### src/rtl/sram_port_arbiter.sv
// sram_port_arbiter: shares one 16-bit SRAM between the fetch and data ports.
// Round-robin grant, 32-bit accesses split into two halfword cycles.
module sram_port_arbiter #(
   parameter int ADDR_W = 20
) (
   input  logic              i_clk,
   input  logic              i_rst,
   input  logic              i_if_req,
   input  logic [31:0]       i_if_addr,
   output logic              o_if_ready,
   output logic [31:0]       o_if_rdata,
   input  logic              i_d_req,
   input  logic              i_d_we,
   input  logic [2:0]        i_d_funct3,
   input  logic [31:0]       i_d_addr,
   input  logic [31:0]       i_d_wdata,
   output logic              o_d_ready,
   output logic [31:0]       o_d_rdata,
   output logic              o_d_err,
   output logic [ADDR_W-1:0] o_sram_addr,
   output logic [15:0]       o_sram_dq,
   output logic              o_sram_dq_oe,
   input  logic [15:0]       i_sram_dq,
   output logic              o_sram_ce_n,
   output logic              o_sram_oe_n,
   output logic              o_sram_we_n,
   output logic              o_sram_ub_n,
   output logic              o_sram_lb_n
);
   typedef enum logic [1:0] {IDLE, ACC0, ACC1, RESP} state_t;

   state_t            state_q, state_d;
   logic              last_q, last_d;
   logic              gnt_q, gnt_d;
   logic              we_q, we_d;
   logic [2:0]        f3_q, f3_d;
   logic [ADDR_W:0]   addr_q, addr_d;
   logic [31:0]       wdata_q, wdata_d;
   logic              err_q, err_d;
   logic [15:0]       hi_q, hi_d, lo_q, lo_d;
   logic              if_ready_q, if_ready_d;
   logic [31:0]       if_rdata_q, if_rdata_d;
   logic              d_ready_q, d_ready_d;
   logic [31:0]       d_rdata_q, d_rdata_d;
   logic              d_err_q, d_err_d;
   logic [ADDR_W-1:0] sa_q, sa_d;
   logic [15:0]       dq_q, dq_d;
   logic              dq_oe_q, dq_oe_d;
   logic              ce_n_q, ce_n_d, oe_n_q, oe_n_d, we_n_q, we_n_d;
   logic              ub_n_q, ub_n_d, lb_n_q, lb_n_d;

   logic              start, pick, is_byte, is_half, is_word;
   logic              bad_f3, misal, bad, acc;
   logic [7:0]        ld_byte;
   logic [31:0]       ld_val;
   logic              unused_ok;

   // pick = 1 grants data; on a tie the port not granted last wins
   assign start   = (state_q == IDLE) && (i_if_req || i_d_req);
   assign pick    = i_d_req && (!i_if_req || !last_q);
   assign is_byte = gnt_d && (f3_d[1:0] == 2'b00);
   assign is_half = gnt_d && (f3_d[1:0] == 2'b01);
   assign is_word = !is_byte && !is_half;
   assign bad_f3  = we_d ? (f3_d[2] || (f3_d[1:0] == 2'b11))
                         : ((f3_d == 3'b011) || (f3_d[2:1] == 2'b11));
   assign misal   = (is_half && addr_d[0]) ||
                    (gnt_d && (f3_d[1:0] == 2'b10) && (addr_d[1:0] != 2'b00));
   assign bad     = gnt_d && (bad_f3 || misal);
   assign ld_byte = addr_q[0] ? hi_q[7:0] : hi_q[15:8];
   assign unused_ok = ^{i_if_addr[31:ADDR_W+1], i_d_addr[31:ADDR_W+1]};

   // latch the granted transaction's fields
   always_comb begin
      gnt_d   = gnt_q;
      we_d    = we_q;
      f3_d    = f3_q;
      addr_d  = addr_q;
      wdata_d = wdata_q;
      if (start) begin
         gnt_d = pick;
         if (pick) begin
            we_d    = i_d_we;
            f3_d    = i_d_funct3;
            addr_d  = i_d_addr[ADDR_W:0];
            wdata_d = i_d_wdata;
         end else begin
            we_d    = 1'b0;
            f3_d    = 3'b010;
            addr_d  = i_if_addr[ADDR_W:0];
            wdata_d = '0;
         end
      end
   end

   // load extension of the captured halves
   always_comb begin
      ld_val = {hi_q, lo_q};
      case (f3_q)
         3'b000:  ld_val = {{24{ld_byte[7]}}, ld_byte};
         3'b100:  ld_val = {24'h0, ld_byte};
         3'b001:  ld_val = {{16{hi_q[15]}}, hi_q};
         3'b101:  ld_val = {16'h0, hi_q};
         default: ld_val = {hi_q, lo_q};
      endcase
   end

   // sequencing, read capture and response
   always_comb begin
      state_d    = state_q;
      last_d     = last_q;
      err_d      = err_q;
      hi_d       = hi_q;
      lo_d       = lo_q;
      if_ready_d = 1'b0;
      d_ready_d  = 1'b0;
      d_err_d    = 1'b0;
      if_rdata_d = if_rdata_q;
      d_rdata_d  = d_rdata_q;
      case (state_q)
         IDLE: begin
            if (start) begin
               state_d = ACC0;
               err_d   = bad;
               last_d  = pick;
            end
         end
         ACC0: begin
            if (!we_q && !err_q) hi_d = i_sram_dq;
            state_d = (is_word && !err_q) ? ACC1 : RESP;
         end
         ACC1: begin
            if (!we_q) lo_d = i_sram_dq;
            state_d = RESP;
         end
         RESP: begin
            state_d = IDLE;
            if (gnt_q) begin
               d_ready_d = 1'b1;
               d_err_d   = err_q;
               if (!err_q && !we_q) d_rdata_d = ld_val;
            end else begin
               if_ready_d = 1'b1;
               if_rdata_d = {hi_q, lo_q};
            end
         end
      endcase
   end

   // SRAM pins for the next cycle, from next state and latched fields
   always_comb begin
      acc     = ((state_d == ACC0) || (state_d == ACC1)) && !err_d;
      ce_n_d  = !acc;
      oe_n_d  = !(acc && !we_d);
      we_n_d  = !(acc && we_d);
      dq_oe_d = acc && we_d;
      ub_n_d  = 1'b1;
      lb_n_d  = 1'b1;
      dq_d    = '0;
      sa_d    = sa_q;
      if (acc) begin
         ub_n_d = is_byte && addr_d[0];
         lb_n_d = is_byte && !addr_d[0];
         if (is_word) sa_d = {addr_d[ADDR_W:2], state_d == ACC1};
         else         sa_d = addr_d[ADDR_W:1];
         if (we_d) begin
            if (is_byte)                          dq_d = {2{wdata_d[7:0]}};
            else if (is_word && state_d == ACC0) dq_d = wdata_d[31:16];
            else                                  dq_d = wdata_d[15:0];
         end
      end
   end

   // state and output registers
   always_ff @(posedge i_clk) begin
      if (i_rst) begin
         state_q    <= IDLE;
         last_q     <= 1'b0;
         gnt_q      <= 1'b0;
         we_q       <= 1'b0;
         f3_q       <= '0;
         addr_q     <= '0;
         wdata_q    <= '0;
         err_q      <= 1'b0;
         hi_q       <= '0;
         lo_q       <= '0;
         if_ready_q <= 1'b0;
         if_rdata_q <= '0;
         d_ready_q  <= 1'b0;
         d_rdata_q  <= '0;
         d_err_q    <= 1'b0;
         sa_q       <= '0;
         dq_q       <= '0;
         dq_oe_q    <= 1'b0;
         ce_n_q     <= 1'b1;
         oe_n_q     <= 1'b1;
         we_n_q     <= 1'b1;
         ub_n_q     <= 1'b1;
         lb_n_q     <= 1'b1;
      end else begin
         state_q    <= state_d;
         last_q     <= last_d;
         gnt_q      <= gnt_d;
         we_q       <= we_d;
         f3_q       <= f3_d;
         addr_q     <= addr_d;
         wdata_q    <= wdata_d;
         err_q      <= err_d;
         hi_q       <= hi_d;
         lo_q       <= lo_d;
         if_ready_q <= if_ready_d;
         if_rdata_q <= if_rdata_d;
         d_ready_q  <= d_ready_d;
         d_rdata_q  <= d_rdata_d;
         d_err_q    <= d_err_d;
         sa_q       <= sa_d;
         dq_q       <= dq_d;
         dq_oe_q    <= dq_oe_d;
         ce_n_q     <= ce_n_d;
         oe_n_q     <= oe_n_d;
         we_n_q     <= we_n_d;
         ub_n_q     <= ub_n_d;
         lb_n_q     <= lb_n_d;
      end
   end

   assign o_if_ready   = if_ready_q;
   assign o_if_rdata   = if_rdata_q;
   assign o_d_ready    = d_ready_q;
   assign o_d_rdata    = d_rdata_q;
   assign o_d_err      = d_err_q;
   assign o_sram_addr  = sa_q;
   assign o_sram_dq    = dq_q;
   assign o_sram_dq_oe = dq_oe_q;
   assign o_sram_ce_n  = ce_n_q;
   assign o_sram_oe_n  = oe_n_q;
   assign o_sram_we_n  = we_n_q;
   assign o_sram_ub_n  = ub_n_q;
   assign o_sram_lb_n  = lb_n_q;
endmodule

### config.mk
export PLATFORM = sky130hd
export DESIGN_NAME = sram_port_arbiter
export DESIGN_NICKNAME = d
export VERILOG_FILES = /design/src/rtl/sram_port_arbiter.sv
export SDC_FILE = /design/constraint.sdc
export NUM_CORES = 1
export LEC_CHECK = 0
export ABC_AREA = 1
export CAP_MARGIN = 0
export CORE_ASPECT_RATIO = 0.8
export CORE_MARGIN = 2
export CORE_UTILIZATION = 25
export CTS_CLUSTER_DIAMETER = 60
export DETAILED_ROUTE_END_ITERATION = 16
export PLACE_DENSITY_LB_ADDON = 0.1
export REMOVE_ABC_BUFFERS = 1
export SLEW_MARGIN = 20
export SYNTH_ARGS = -nofsm -noshare
export SYNTH_HDL_FRONTEND = slang
export SYNTH_SLANG_ARGS = --single-unit
### constraint.sdc
create_clock -name i_clk -period 2.8 [get_ports i_clk]
set_input_delay 0.28 -clock i_clk [delete_from_list [all_inputs] [get_ports i_clk]]
set_output_delay 0.28 -clock i_clk [all_outputs]
set_load 0.005 [all_outputs]
# Yosys cells after proc, flatten, opt, wreduce, memory -nomap -nowiden
# Cells that the tools add are included.
dict set report word_totals {
  ramBits 0
  latch_bits 0
  regBits 203
  in_bits 120
  rom_bits 0
  memories 0
  word_cells 112
}
dict set report classes {
  n_mux 22
  n_eq_ne 13
  n_reduce_logical 49
  div 0
  bitwise 5
  multipliers 0
  n_addsub 0
  n_shift 0
  n_lt_le_gt_ge 0
}
# cell n
set ops {}
lappend ops {{case mux 32 bit (4 select lines)} 1}
lappend ops {{two-way mux 32 bit} 2}
lappend ops {{two-way mux 21 bit} 2}
lappend ops {{two-way mux 16 bit} 2}
lappend ops {{logical AND 1 bit} 17}
lappend ops {{equality test 2 bit, second input constant} 6}
lappend ops {{zero test 1 bit} 12}
lappend ops {{two-way mux 1 bit} 10}
lappend ops {{two-way mux 8 bit} 1}
lappend ops {{case mux 2 bit (4 select lines)} 1}
lappend ops {{AND reduction 2 bit} 4}
lappend ops {{logical OR 1 bit} 7}
lappend ops {{equality test 2 x 1 -> 1 bit, second input constant} 3}
lappend ops {{equality test 3 bit, second input constant} 2}
lappend ops {{two-way mux 3 bit} 2}
lappend ops {{OR reduction 3 bit} 2}
lappend ops {{NOT 1 bit} 5}
lappend ops {{zero test 2 bit} 2}
lappend ops {{OR reduction 2 bit} 2}
lappend ops {{equality test 3 x 1 -> 1 bit, second input constant} 1}
lappend ops {{equality test 3 x 2 -> 1 bit, second input constant} 1}
lappend ops {{zero test 3 bit} 1}
lappend ops {{AND reduction 3 bit} 1}
lappend ops {{two-way mux 2 bit} 1}
lappend ops {{nonzero test 2 bit} 1}

# Logic depth before layout (Yosys ltp)
dict set report depth {
  ltp_word 17
  mapped_depth 19
  ltp_nobuf 18
}

# Least setup slack after synthesis
# Ideal clock, no wire load.
dict set report synth_path {
  path_kind {register -> register}
  startpoint {register state_q[0]}
  endpoint {register sa_q[0], in the netlist o_sram_addr[0]}
  stages_incl_launch_ff 16
  t_required_ns 2.741
  path_slack_ns 0.351
  path_buffers 4
  period_less_slack_ns 2.449
  arrival_time_ns 2.390
  path_cell_list {dfxtp_1 > inv_1 > ha_1 > inv_2 > nor2_4 > buf_6 > buf_2 > buf_2 > nor3_1 > a31oi_1 > inv_1 > ha_1 > inv_1 > clkbuf_1 > nand4_1 > nand2_1}
}
dict set report synth_via {
  elab_chain_len 13
}
# element line_no
set synth_rtl {}
lappend synth_rtl {{start: declaration} 32} ;# state_t state_q, state_d;
lappend synth_rtl {{start signal: assignment} 200} ;# state_q <= state_d;
lappend synth_rtl {{zero test 2 bit} {59, 119}}
lappend synth_rtl {{logical AND 1 bit} 59} ;# assign start = (state_q == IDLE) && (i_if_req || i_d_req);
lappend synth_rtl {{two-way mux 3 bit} 79} ;# if (start) begin
lappend synth_rtl {{equality test 2 x 1 -> 1 bit / zero test 2 bit (equally long branches)} {62, 61}}
lappend synth_rtl {{logical AND 1 bit, on equally long branches} {62, 61}}
lappend synth_rtl {{zero test 1 bit} 63} ;# assign is_word = !is_byte && !is_half;
lappend synth_rtl {{logical AND 1 bit} 63}
lappend synth_rtl {{logical AND 1 bit} 129} ;# state_d = (is_word && !err_q) ? ACC1 : RESP;
lappend synth_rtl {{two-way mux 1 bit} 129}
lappend synth_rtl {{case mux 2 bit (4 select lines) *} 119} ;# case (state_q)
lappend synth_rtl {{via state_d[0]} 32}
lappend synth_rtl {{equality test 2 x 1 -> 1 bit / equality test 2 bit (equally long branches)} {151, 163}}
lappend synth_rtl {{logical OR 1 bit} 151} ;# acc = ((state_d == ACC0) || (state_d == ACC1)) && !err_d;
lappend synth_rtl {{logical AND 1 bit} 151}
lappend synth_rtl {{end signal: assignment} 191} ;# sa_q <= '0;
lappend synth_rtl {{end signal: assignment} 215} ;# sa_q <= sa_d;
lappend synth_rtl {{end: declaration} 46} ;# logic [ADDR_W-1:0] sa_q, sa_d;
# The timed path passes the listed nets; every way through them passes the cells marked *.
# A chain may end at the register's enable or synchronous reset.

# Worst setup path after layout
dict set report layout_path {
  startpoint {register state_q[0]}
  endpoint {register sa_q[19], in the netlist o_sram_addr[19]}
}
dict set report layout_via {
  elab_chain_len 13
}
# element line_no
set layout_rtl {}
lappend layout_rtl {{zero test 2 bit} {59, 119}}
lappend layout_rtl {{logical AND 1 bit} 59}
lappend layout_rtl {{two-way mux 3 bit} 79}
lappend layout_rtl {{equality test 2 x 1 -> 1 bit / zero test 2 bit (equally long branches)} {62, 61}}
lappend layout_rtl {{logical AND 1 bit, on equally long branches} {62, 61}}
lappend layout_rtl {{zero test 1 bit} 63}
lappend layout_rtl {{logical AND 1 bit} 63}
lappend layout_rtl {{logical AND 1 bit} 129}
lappend layout_rtl {{two-way mux 1 bit} 129}
lappend layout_rtl {{case mux 2 bit (4 select lines) *} 119}
lappend layout_rtl {{via state_d[0]} 32}
lappend layout_rtl {{equality test 2 x 1 -> 1 bit / equality test 2 bit (equally long branches)} 151}
lappend layout_rtl {{logical OR 1 bit *} 151}
lappend layout_rtl {{logical AND 1 bit *} 151}
# Marks and branches as above.

==> impl_metrics.env <==
export IMPL_core_area_mm2=0.0326
export IMPL_reg2reg_depth=17
export IMPL_layout_commonest_cell="clkdlybuf4s50_1"
export IMPL_ys_seq_elements=203
export IMPL_synth_flop_cell="dfxtp_1"
export IMPL_grt_util_met1_pct=23.3
export IMPL_path_common_cell="nand2_1"
export IMPL_vias=7679
export IMPL_cp_required_ps=3220
export IMPL_power_mw=11.7
export IMPL_fin_crit_ps=2500
export IMPL_grt_pass1_wl_mm=43.6
export IMPL_start_util_pct=25.4
export IMPL_row_count=59
export IMPL_clockBufferDepth=3
export IMPL_fin_hold_ws_ps=97.2
export IMPL_min_delay_start="i_rst"
export IMPL_synth_area_top_cells="dfxtp_1, nor2_1, o21ai_0"
export IMPL_tightest_slew_ps=569
export IMPL_synthArstFlopShare_pct=0
export IMPL_fin_skew_ps=11.0
export IMPL_r2r_slack_ps=300
export IMPL_setup_tns_ps=0
export IMPL_ir_drop_mv=0.610
export IMPL_hpwl_mm=18.8
export IMPL_path_max_fanout=20
export IMPL_crit_chain="inv_1 -> ha_2 -> o21ai_2 -> nand2_1 -> nand2_2 -> inv_2 -> nand2_1 -> nand2_1 -> nand2_1 -> a31oi_1 -> inv_1 -> ha_1 -> inv_1 -> nand3b_1 -> buf_12 -> nand3_1 -> nand2_1"
export IMPL_final_cell_mix="clkdlybuf4s50_1, dfxtp_1, nor2_1"
export IMPL_status="complete, no violations"
export IMPL_power_density_mw_per_mm2=986
export IMPL_ys_seq_area_share_pct=49.0
export IMPL_r2r_start="state_q[0]$_SDFF_PP0_"
export IMPL_antenna_found_initial=3
export IMPL_path_clk_slew_ps=60
export IMPL_drv_slew=0
export IMPL_max_cap_viol_count=0
export IMPL_fin_nets=1428
export IMPL_io_pin_count=229
export IMPL_maxSlewHeadroom_pct=62.0
export IMPL_global_route_usage_met2_pct=23.4
export IMPL_cp_depth=17
export IMPL_netlist_area_leader_share_pct=49.0
export IMPL_dr_pass1_iters=7
export IMPL_grt_max_degree=94
export IMPL_cts_tree="yes"
export IMPL_cts_num_sinks=203
export IMPL_htreeDepth=1
export IMPL_ys_warn_count=0
export IMPL_post_place_ws_ps=4.33
export IMPL_setup_viol=0
export IMPL_root_buffer="clkbuf_16"
export IMPL_die_w_um=208
export IMPL_grt_pass1_vias=7334
export IMPL_r2r_end="o_sram_addr[19]$_SDFFE_PP0N_"
export IMPL_numCtsBuffers=27
export IMPL_multi_input_area_mm2=0.00327
export IMPL_finalWirelength_mm=28.0
export IMPL_clk_latency_ps=530
export IMPL_cp_slowest_cell="dfxtp_1"
export IMPL_ant_nets=0
export IMPL_min_period_over_period_pct=89.4
export IMPL_cts_setup_buffers=0
export IMPL_vias_per_cell=4.39
export IMPL_dieArea_mm2=0.0347
export IMPL_routedWlPerCell_um=16.0
export IMPL_cp_start_kind="flip-flop"
export IMPL_synth_edf_count=0
export IMPL_grt_overflow_total=0
export IMPL_die_h_um=167
export IMPL_ys_types=34
export IMPL_area_growth_pct=43.1
export IMPL_met3_usage_pct=2.90
export IMPL_grt_setup_unrepaired="no"
export IMPL_fmax_mhz=400
export IMPL_fillers=3452
export IMPL_crit_arrival_ps=2920
export IMPL_drive_gt1_share_pct=8.25
export IMPL_gr_max_usage_layer="met2"
export IMPL_regArea_mm2=0.00406
export IMPL_max_stage_delay_ps=340
export IMPL_hp_class="in2reg"
export IMPL_critPathBufInv=5
export IMPL_yosys_area_top_type="dfxtp_1"
export IMPL_drtIter0Drc=361
export IMPL_crit_path_end="o_sram_addr[19]$_SDFFE_PP0N_"
export IMPL_place_congestion=0.726
export IMPL_drc=0
export IMPL_syn_area_mm2=0.00830
export IMPL_syn_avg_cell_area_um2=7.56
export IMPL_p_leak_nw=5.16
export IMPL_final_setup_worst_slack_ps=298
export IMPL_finalHoldViolations=0
export IMPL_cp_startpoint="state_q[0]$_SDFF_PP0_"
export IMPL_grt_usage_pct=15.7
export IMPL_crit_type="reg2reg"
export IMPL_end_kind="flip-flop"
export IMPL_synth_cells=1098
export IMPL_portBuffers=206
export IMPL_cpLargestDelayFamily="simple AND/OR/NAND/NOR gates"
## worst min-delay path by stage
stage | endpoint | cells after the start | slack (ps)
detailed placement | o_d_rdata[0]$_SDFFE_PP0P_ | 2 | 460
global route | state_q[0]$_SDFF_PP0_ | 2 | 120
floorplan | gnt_q$_SDFF_PP0_ | 1 | 350
CTS | err_q$_SDFF_PP0_ | 2 | 80
global placement | o_sram_addr[11]$_SDFFE_PP0N_ | 2 | 460
finish | state_q[1]$_SDFF_PP0_ | 2 | 100
## cells in the mapped netlist (2+ instances only)
master	n
a21oi_1	39
a221oi_1	4
a22o_1	14
a31oi_1	14
buf_1	5
buf_2	11
buf_4	2
buf_6	2
clkbuf_1	52
dfxtp_1	203
ha_1	7
inv_1	173
inv_2	3
nand2_1	105
nand2_2	4
nand3_1	33
nand3b_1	2
nand4_1	22
nor2_1	184
nor2_2	3
nor2_4	3
nor3_1	2
o211ai_1	6
o21a_1	4
o21ai_0	138
o21ai_1	3
o21bai_1	19
o221ai_1	18
o22ai_1	18
## kinds of logic after synthesis
kind of cell / after synthesis / synth area share, %
buf+inv: 249 / 11.7
simple gates: 361 / 18.4
compound gates: 278 / 19.9
flops: 203 / 49.0
fa+ha+maj: 7 / 1.06
## stage by stage
stage	instance area, um^2	std cells	utilization, %
floorplan	7990	1026	-
global placement	11000	1699	33.6
detailed placement	11000	1699	33.6
CTS	11900	1748	36.4
global route	11900	1748	36.4
finish	11900	1750	36.4
## repair_timing
action,CTS,global route
endpoints found under the setup margin,0,19
resized for setup,0,1
hold buffers,0,0
## per-layer routing
metal,routed length [um],share of wire [%]
met4,546,2.0
met3,1410,5.0
met5,11,0.039
met1,14100,50
met2,12000,43
## power by group
part	switching (mW)	internal [mW]	leakage [nW]
Clock	1.39	2.06	0.443
Sequential	0.332	3.47	1.66
Combinational	2.68	1.78	3.06
Total	4.41	7.30	5.16
## area by class of cell
type                    instances  area share [%]
flip-flops and latches        203            34.2
multi-input cells             646            27.6
repair buffers                246            20.5
clock buffers                  35            6.54
inverters                     177            5.61
well taps                     427            4.50
clock inverters                14            1.03
diodes                          2          0.0422
## flip-flops by register name (all words and copies together) (netlist names), 2 cells and up
| name | flops |
|---|---|
| addr_q | 21 |
| o_if_rdata | 32 |
| state_q | 2 |
| o_sram_addr | 20 |
| o_sram_dq | 16 |
| f3_q | 3 |
| wdata_q | 32 |
| hi_q | 16 |
| lo_q | 16 |
| o_d_rdata | 32 |
## worst register-to-register path, stage by stage, from the launching register on
cell	delay [ps]
dfxtp_1	340
inv_1	110
ha_2	270
o21ai_2	110
nand2_1	90
nand2_2	60
inv_2	80
nand2_1	90
nand2_1	70
nand2_1	40
a31oi_1	190
inv_1	90
ha_1	280
inv_1	100
nand3b_1	150
buf_12	190
nand3_1	80
nand2_1	60
No activity file was read; power rests on OpenSTA's default activity.
